--- config.mk ---
export PLATFORM = sky130hd
export DESIGN_NAME = vga_timing_ctrl
export DESIGN_NICKNAME = d
export VERILOG_FILES = /design/src/rtl/vga_pkg.sv /design/src/rtl/vga_axis_counter.sv /design/src/rtl/vga_timing_ctrl.sv
export SDC_FILE = /design/constraint.sdc
export NUM_CORES = 1
export LEC_CHECK = 0
export BUFFER_PORTS_ARGS = -buffer_cell sky130_fd_sc_hd__buf_2
export CAP_MARGIN = 20
export CORE_ASPECT_RATIO = 1.1
export CORE_MARGIN = 1.5
export CORE_UTILIZATION = 25
export DETAILED_ROUTE_END_ITERATION = 6
export HOLD_SLACK_MARGIN = 0.02
export PLACE_DENSITY = 0.44
export SYNTH_ARGS = -nofsm -noshare
export SYNTH_HDL_FRONTEND = slang
export SYNTH_SLANG_ARGS = --single-unit
--- constraint.sdc ---
create_clock -name clk -period 2.15 [get_ports clk]
set_clock_uncertainty 0.05 [all_clocks]
set_input_delay 0.215 -clock clk [delete_from_list [all_inputs] [get_ports clk]]
set_output_delay 0.215 -clock clk [all_outputs]
set_load 0.05 [all_outputs]
--- src/rtl/vga_pkg.sv ---
// Shared timing constants, delay-line flag bundle and width helper
// for the parametrised VGA timing controller.
package vga_pkg;

   // 640x480@60 defaults
   localparam int DEF_H_ACTIVE = 640;
   localparam int DEF_H_FRONT  = 16;
   localparam int DEF_H_SYNC   = 96;
   localparam int DEF_H_BACK   = 48;
   localparam int DEF_V_ACTIVE = 480;
   localparam int DEF_V_FRONT  = 10;
   localparam int DEF_V_SYNC   = 2;
   localparam int DEF_V_BACK   = 33;

   // small test mode
   localparam int TST_H_ACTIVE = 20;
   localparam int TST_H_FRONT  = 1;
   localparam int TST_H_SYNC   = 2;
   localparam int TST_H_BACK   = 3;
   localparam int TST_V_ACTIVE = 30;
   localparam int TST_V_FRONT  = 1;
   localparam int TST_V_SYNC   = 2;
   localparam int TST_V_BACK   = 3;

   typedef struct packed {
      logic de;
      logic hs;
      logic vs;
   } flags_t;

   function automatic int clog2(input int value);
      int r;
      r = 0;
      for (int i = 0; i < 31; i++) begin
         if ((1 << i) < value) r = i + 1;
      end
      return r;
   endfunction

endpackage

--- src/rtl/vga_axis_counter.sv ---
// One timing axis: wrapping position counter plus visible and
// sync region decodes, advanced by an external increment strobe.
module vga_axis_counter
   import vga_pkg::*;
#(
   parameter int ACTIVE = 640,
   parameter int FRONT  = 16,
   parameter int SYNC   = 96,
   parameter int BACK   = 48,
   parameter int W      = 10
) (
   input  logic         clk,
   input  logic         rst,
   input  logic         inc,
   output logic [W-1:0] count,
   output logic         wrap,
   output logic         in_active,
   output logic         in_sync
);

   localparam int TOTAL = ACTIVE + FRONT + SYNC + BACK;

   localparam logic [W-1:0] LAST    = W'(TOTAL - 1);
   localparam logic [W:0]   ACT_END = (W + 1)'(ACTIVE);
   localparam logic [W:0]   SYN_BEG = (W + 1)'(ACTIVE + FRONT);
   localparam logic [W:0]   SYN_END = (W + 1)'(ACTIVE + FRONT + SYNC);

   logic [W:0] cnt_ext;

   assign cnt_ext   = {1'b0, count};
   assign wrap      = inc && (count == LAST);
   assign in_active = cnt_ext < ACT_END;
   assign in_sync   = (cnt_ext >= SYN_BEG) && (cnt_ext < SYN_END);

   always_ff @(posedge clk) begin
      if (rst) begin
         count <= '0;
      end else if (inc) begin
         count <= wrap ? '0 : count + W'(1);
      end
   end

endmodule

--- src/rtl/vga_timing_ctrl.sv ---
// Parametrised VGA timing: pixel-rate divider, h/v counters, and a
// flag delay line aligning sync/blanking with late-arriving colour.
module vga_timing_ctrl
   import vga_pkg::*;
#(
   parameter int H_ACTIVE = DEF_H_ACTIVE,
   parameter int H_FRONT  = DEF_H_FRONT,
   parameter int H_SYNC   = DEF_H_SYNC,
   parameter int H_BACK   = DEF_H_BACK,
   parameter int V_ACTIVE = DEF_V_ACTIVE,
   parameter int V_FRONT  = DEF_V_FRONT,
   parameter int V_SYNC   = DEF_V_SYNC,
   parameter int V_BACK   = DEF_V_BACK,
   parameter int CLK_DIV  = 4,
   parameter int PIPE     = 1,
   parameter int COLOR_W  = 8,
   parameter int CNT_W    = 10,
   parameter bit H_POL    = 1'b0,
   parameter bit V_POL    = 1'b0
) (
   input  logic                   clk,
   input  logic                   rst,
   input  logic [3*COLOR_W-1:0]   color_in,
   output logic                   pix_en,
   output logic                   active,
   output logic [CNT_W-1:0]       active_x,
   output logic [CNT_W-1:0]       active_y,
   output logic                   screenend,
   output logic [15:0]            frame_cnt,
   output logic                   hsync,
   output logic                   vsync,
   output logic [COLOR_W-1:0]     red,
   output logic [COLOR_W-1:0]     green,
   output logic [COLOR_W-1:0]     blue
);

   localparam int H_TOTAL = H_ACTIVE + H_FRONT + H_SYNC + H_BACK;
   localparam int V_TOTAL = V_ACTIVE + V_FRONT + V_SYNC + V_BACK;
   localparam int DIV_W   = (CLK_DIV > 1) ? clog2(CLK_DIV) : 1;

   localparam logic [DIV_W-1:0] DIV_LAST = DIV_W'(CLK_DIV - 1);

   if (CNT_W < clog2(H_TOTAL) || CNT_W < clog2(V_TOTAL)) begin : g_bad_cnt_w
      $error("CNT_W too narrow for H_TOTAL/V_TOTAL");
   end

   if (CLK_DIV < 1 || PIPE < 1) begin : g_bad_div_pipe
      $error("CLK_DIV and PIPE must be at least 1");
   end

   logic [DIV_W-1:0] div;
   logic [DIV_W-1:0] div_nxt;

   assign div_nxt = (div == DIV_LAST) ? '0 : div + DIV_W'(1);

   // pix_en is a flop tracking div==CLK_DIV-1, so it is low in reset
   always_ff @(posedge clk) begin
      if (rst) begin
         div    <= '0;
         pix_en <= 1'b0;
      end else begin
         div    <= div_nxt;
         pix_en <= (div_nxt == DIV_LAST);
      end
   end

   logic h_wrap, h_act, h_sync;
   logic v_wrap, v_act, v_sync;

   vga_axis_counter #(
      .ACTIVE (H_ACTIVE),
      .FRONT  (H_FRONT),
      .SYNC   (H_SYNC),
      .BACK   (H_BACK),
      .W      (CNT_W)
   ) u_h (
      .clk       (clk),
      .rst       (rst),
      .inc       (pix_en),
      .count     (active_x),
      .wrap      (h_wrap),
      .in_active (h_act),
      .in_sync   (h_sync)
   );

   vga_axis_counter #(
      .ACTIVE (V_ACTIVE),
      .FRONT  (V_FRONT),
      .SYNC   (V_SYNC),
      .BACK   (V_BACK),
      .W      (CNT_W)
   ) u_v (
      .clk       (clk),
      .rst       (rst),
      .inc       (h_wrap),
      .count     (active_y),
      .wrap      (v_wrap),
      .in_active (v_act),
      .in_sync   (v_sync)
   );

   assign active    = h_act && v_act;
   assign screenend = v_wrap;

   always_ff @(posedge clk) begin
      if (rst) begin
         frame_cnt <= '0;
      end else if (v_wrap) begin
         frame_cnt <= frame_cnt + 16'd1;
      end
   end

   flags_t cur;
   flags_t dly;

   assign cur = '{de: active, hs: h_sync, vs: v_sync};

   // PIPE-1 stages so the flags meet the colour of the same pixel
   if (PIPE > 1) begin : g_dly
      flags_t pipe_q [PIPE-1];

      always_ff @(posedge clk) begin
         if (rst) begin
            for (int i = 0; i < PIPE - 1; i++) pipe_q[i] <= '0;
         end else if (pix_en) begin
            pipe_q[0] <= cur;
            for (int i = 1; i < PIPE - 1; i++) pipe_q[i] <= pipe_q[i-1];
         end
      end

      assign dly = pipe_q[PIPE-2];
   end else begin : g_no_dly
      assign dly = cur;
   end

   always_ff @(posedge clk) begin
      if (rst) begin
         hsync <= !H_POL;
         vsync <= !V_POL;
         red   <= '0;
         green <= '0;
         blue  <= '0;
      end else if (pix_en) begin
         hsync <= dly.hs ? H_POL : !H_POL;
         vsync <= dly.vs ? V_POL : !V_POL;
         red   <= dly.de ? color_in[3*COLOR_W-1 -: COLOR_W] : '0;
         green <= dly.de ? color_in[2*COLOR_W-1 -: COLOR_W] : '0;
         blue  <= dly.de ? color_in[COLOR_W-1:0] : '0;
      end
   end

endmodule

==> impl_metrics.ini <==
[outcome]
outcome = complete, no violations

[timing]
fin_crit_sh_pct = 97.8
fmax_ghz = 0.475
worst_pin_slew_ps = 407
worst_hold_slack_ps = 42.8
setup_viol = 0
setup_ws_ps = 46.7
min_period_ps = 2100
setup_tns_ps = 0
hold_viol_final = 0
final_max_slew_viol_count = 0
timing.slew.headroom_pct = 72.9
rsz0062_at_grt = yes

[final_layout]
nets = 449
drive_gt1_share_pct = 41.1
postLayoutCellArea_sq_um = 4070
n_antenna_cell = 0
area_growth_pct = 43.6

[setup_path]
required_ps = 2360
cp_slowest_cell = or4_4
path_buf_inv = 1
crit_path_start_kind = register
criticalPathCategory = register to register
cp_cell_sequence = ha_4 -> nand2_4 -> or4_4 -> buf_6 -> or4_1 -> a21oi_1
cp-end-kind = register
critical_path.top_delay_family = simple AND/OR/NAND/NOR gates
cp.arrival_ps = 2310
path_max_fanout = 8
slowest_delay_ps = 640

[pwr]
power_w = 0.00301
p_per_area_nw_per_um2 = 741
ir_drop_uv = 286
pwr-share-clk_pct = 52.3
p_int_w = 0.00233
seqPwrFrac_pct = 41.2
p_sw_share_pct = 22.7
p_leak_nw = 1.67
p_switching_w = 0.000684
power_frac_comb_pct = 6.4

[global_routing]
grt_util_met3_pct = 4.33
grt-ovfl-total = 0
grt_max_degree = 23
grt_util_all_layers_pct = 14.3
grt_pass1_vias = 2607
antenna_found_initial = 0
met2_usage_pct = 23.2
top_usage_layer = met2
grt_use_met1_pct = 18.1
grt_pass1_wl_mm = 13.4

[synth]
mappedNetlistNets = 338
synth_top_area_share_pct = 45.9
ys_warn_count = 0
syn_area_per_cell_sq_um = 9.29
synth_ff_type = dfxtp_1
synth-seq-cells = 65
synthDistinctLibCells = 40
syn_inst = 305
yosys.area.top_type = dfxtp_1
synth.most_common_cell = dfxtp_1
synth_commonest_cells = dfxtp_1, a21oi_1, a22o_1, nand3_1
ys_seq_area_share_pct = 45.9
async_flop_share_pct = 0
synth_edf_count = 0
synth.cell_area_sq_um = 2830
yosys-top-cells-area = dfxtp_1, a22o_1, a21oi_1, o31ai_1, or4_1

[floorplan]
die_w_um = 104
io_pins = 91
fp.dieArea_sq_um = 12000
die_y_um = 115
num_rows = 40
core_area_sq_um = 11000
initial_core_util_pct = 25.8

[placed_design]
hpwl_mm = 5.61
place_area_sq_um = 3540
io_buffers = 90
gp_congestion = 0.745
post-place-ws_ps = -5.26

[flow_run]
cap_violations = 0

[clocking]
clk_latency_ps = 330
clockBufferDepth = 2
cts_made_buffers = 9
clockRootBuffer = clkbuf_16
cts_num_sinks = 65
cts-htree-levels = 3
cts_tree = built
clkTransAtPathRegs_ps = 60

[routing]
wl_per_cell_um = 15.1
vias = 2752
drc = 0
ant_nets = 0
drt-pass1-iter-count = 4
drtIter0Drc = 104
viasPerCell = 4.85
routed_wl_mm = 8.59

[min_path]
min_path_type = input pin to register
## what timing repair did
action,4_1_cts,5_1_grt
hold buffers,0,0
pin swaps,12,11
resized for setup,15,10
buffers inserted,6,8
endpoints found under the hold margin,0,0
setup endpoints to repair,4,17
cloned,1,0
## per-stage QoR
stage                     cells  utilization (%)
after floorplan             305                -
final                       568             37.1
after global routing        568             37.1
after detailed placement    537             32.3
after CTS                   560             36.3
after global placement      537             32.3
## metal layers
layer / part of all wire [%] / routed length, um
met1: 48 / 4080
met2: 47 / 4020
met5: 0 / 0
met4: 1.1 / 91
met3: 4.6 / 395
## cell families after synthesis
group,after synthesis,share of synthesized area [%]
XOR/XNOR,9,2.78
AO/OA/AOI/OAI,76,18.0
multiplexers,1,0.397
AND/OR/NAND/NOR,116,25.0
buffers and inverters,31,4.81
flip-flops,65,45.9
adder cells (fa/ha/maj),7,3.09
## cell type report
type,instances,area [sq um]
clock buffer,11,243
clock inverter,5,78.8
inverter,9,33.8
multi-input combinational,210,1490
fill,1143,6890
sequential,65,1330
timing repair buffer,121,708
tap,147,184
## power by group through the flow
stage / Sequential, W / Clock [W] / Combinational [W]
floorplan: 0.00134 / 0 / 0.0000573
global placement: 0.00127 / 0 / 0.000192
detailed placement: 0.00127 / 0 / 0.000193
CTS: 0.00124 / 0.00163 / 0.000193
global route: 0.00125 / 0.00167 / 0.000208
finish: 0.00124 / 0.00158 / 0.000194
## placed cells by master, fill, tap and decap left out, types with 4 or more instances in the layout
master	count
buf_2	89
dfxtp_1	50
a21oi_1	26
buf_4	26
a22o_1	22
o31ai_1	16
nand3_1	16
nor3_1	12
nand4_1	12
or4_1	12
dfxtp_2	11
nand2_1	10
nor2_1	10
clkbuf_16	9
inv_1	7
o21ai_0	7
buf_6	6
or4_4	5
and3_1	5
xnor2_1	5
ha_1	5
nor4_1	4
or3_1	4
xor2_1	4
nand2b_1	4
dfxtp_4	4
## sequential cells by signal (all words and copies together), names as in the netlist
register and cells:
u_v.count 10, hsync 1, frame_cnt 16, div 2, green 8, vsync 1, blue 8, red 8
pix_en 1, u_h.count 10
## final timing paths
check                           slack, ps  cells after the start           end          from
worst max-delay path                   50                      6  frame_cnt[6]  u_h.count[1]
worst min-delay path                   40                      2       blue[3]   color_in[3]
worst max register to register         50                      6  frame_cnt[6]  u_h.count[1]
worst min register to register        420                      2      green[7]      green[7]
(Power assumes the default switching activity.)
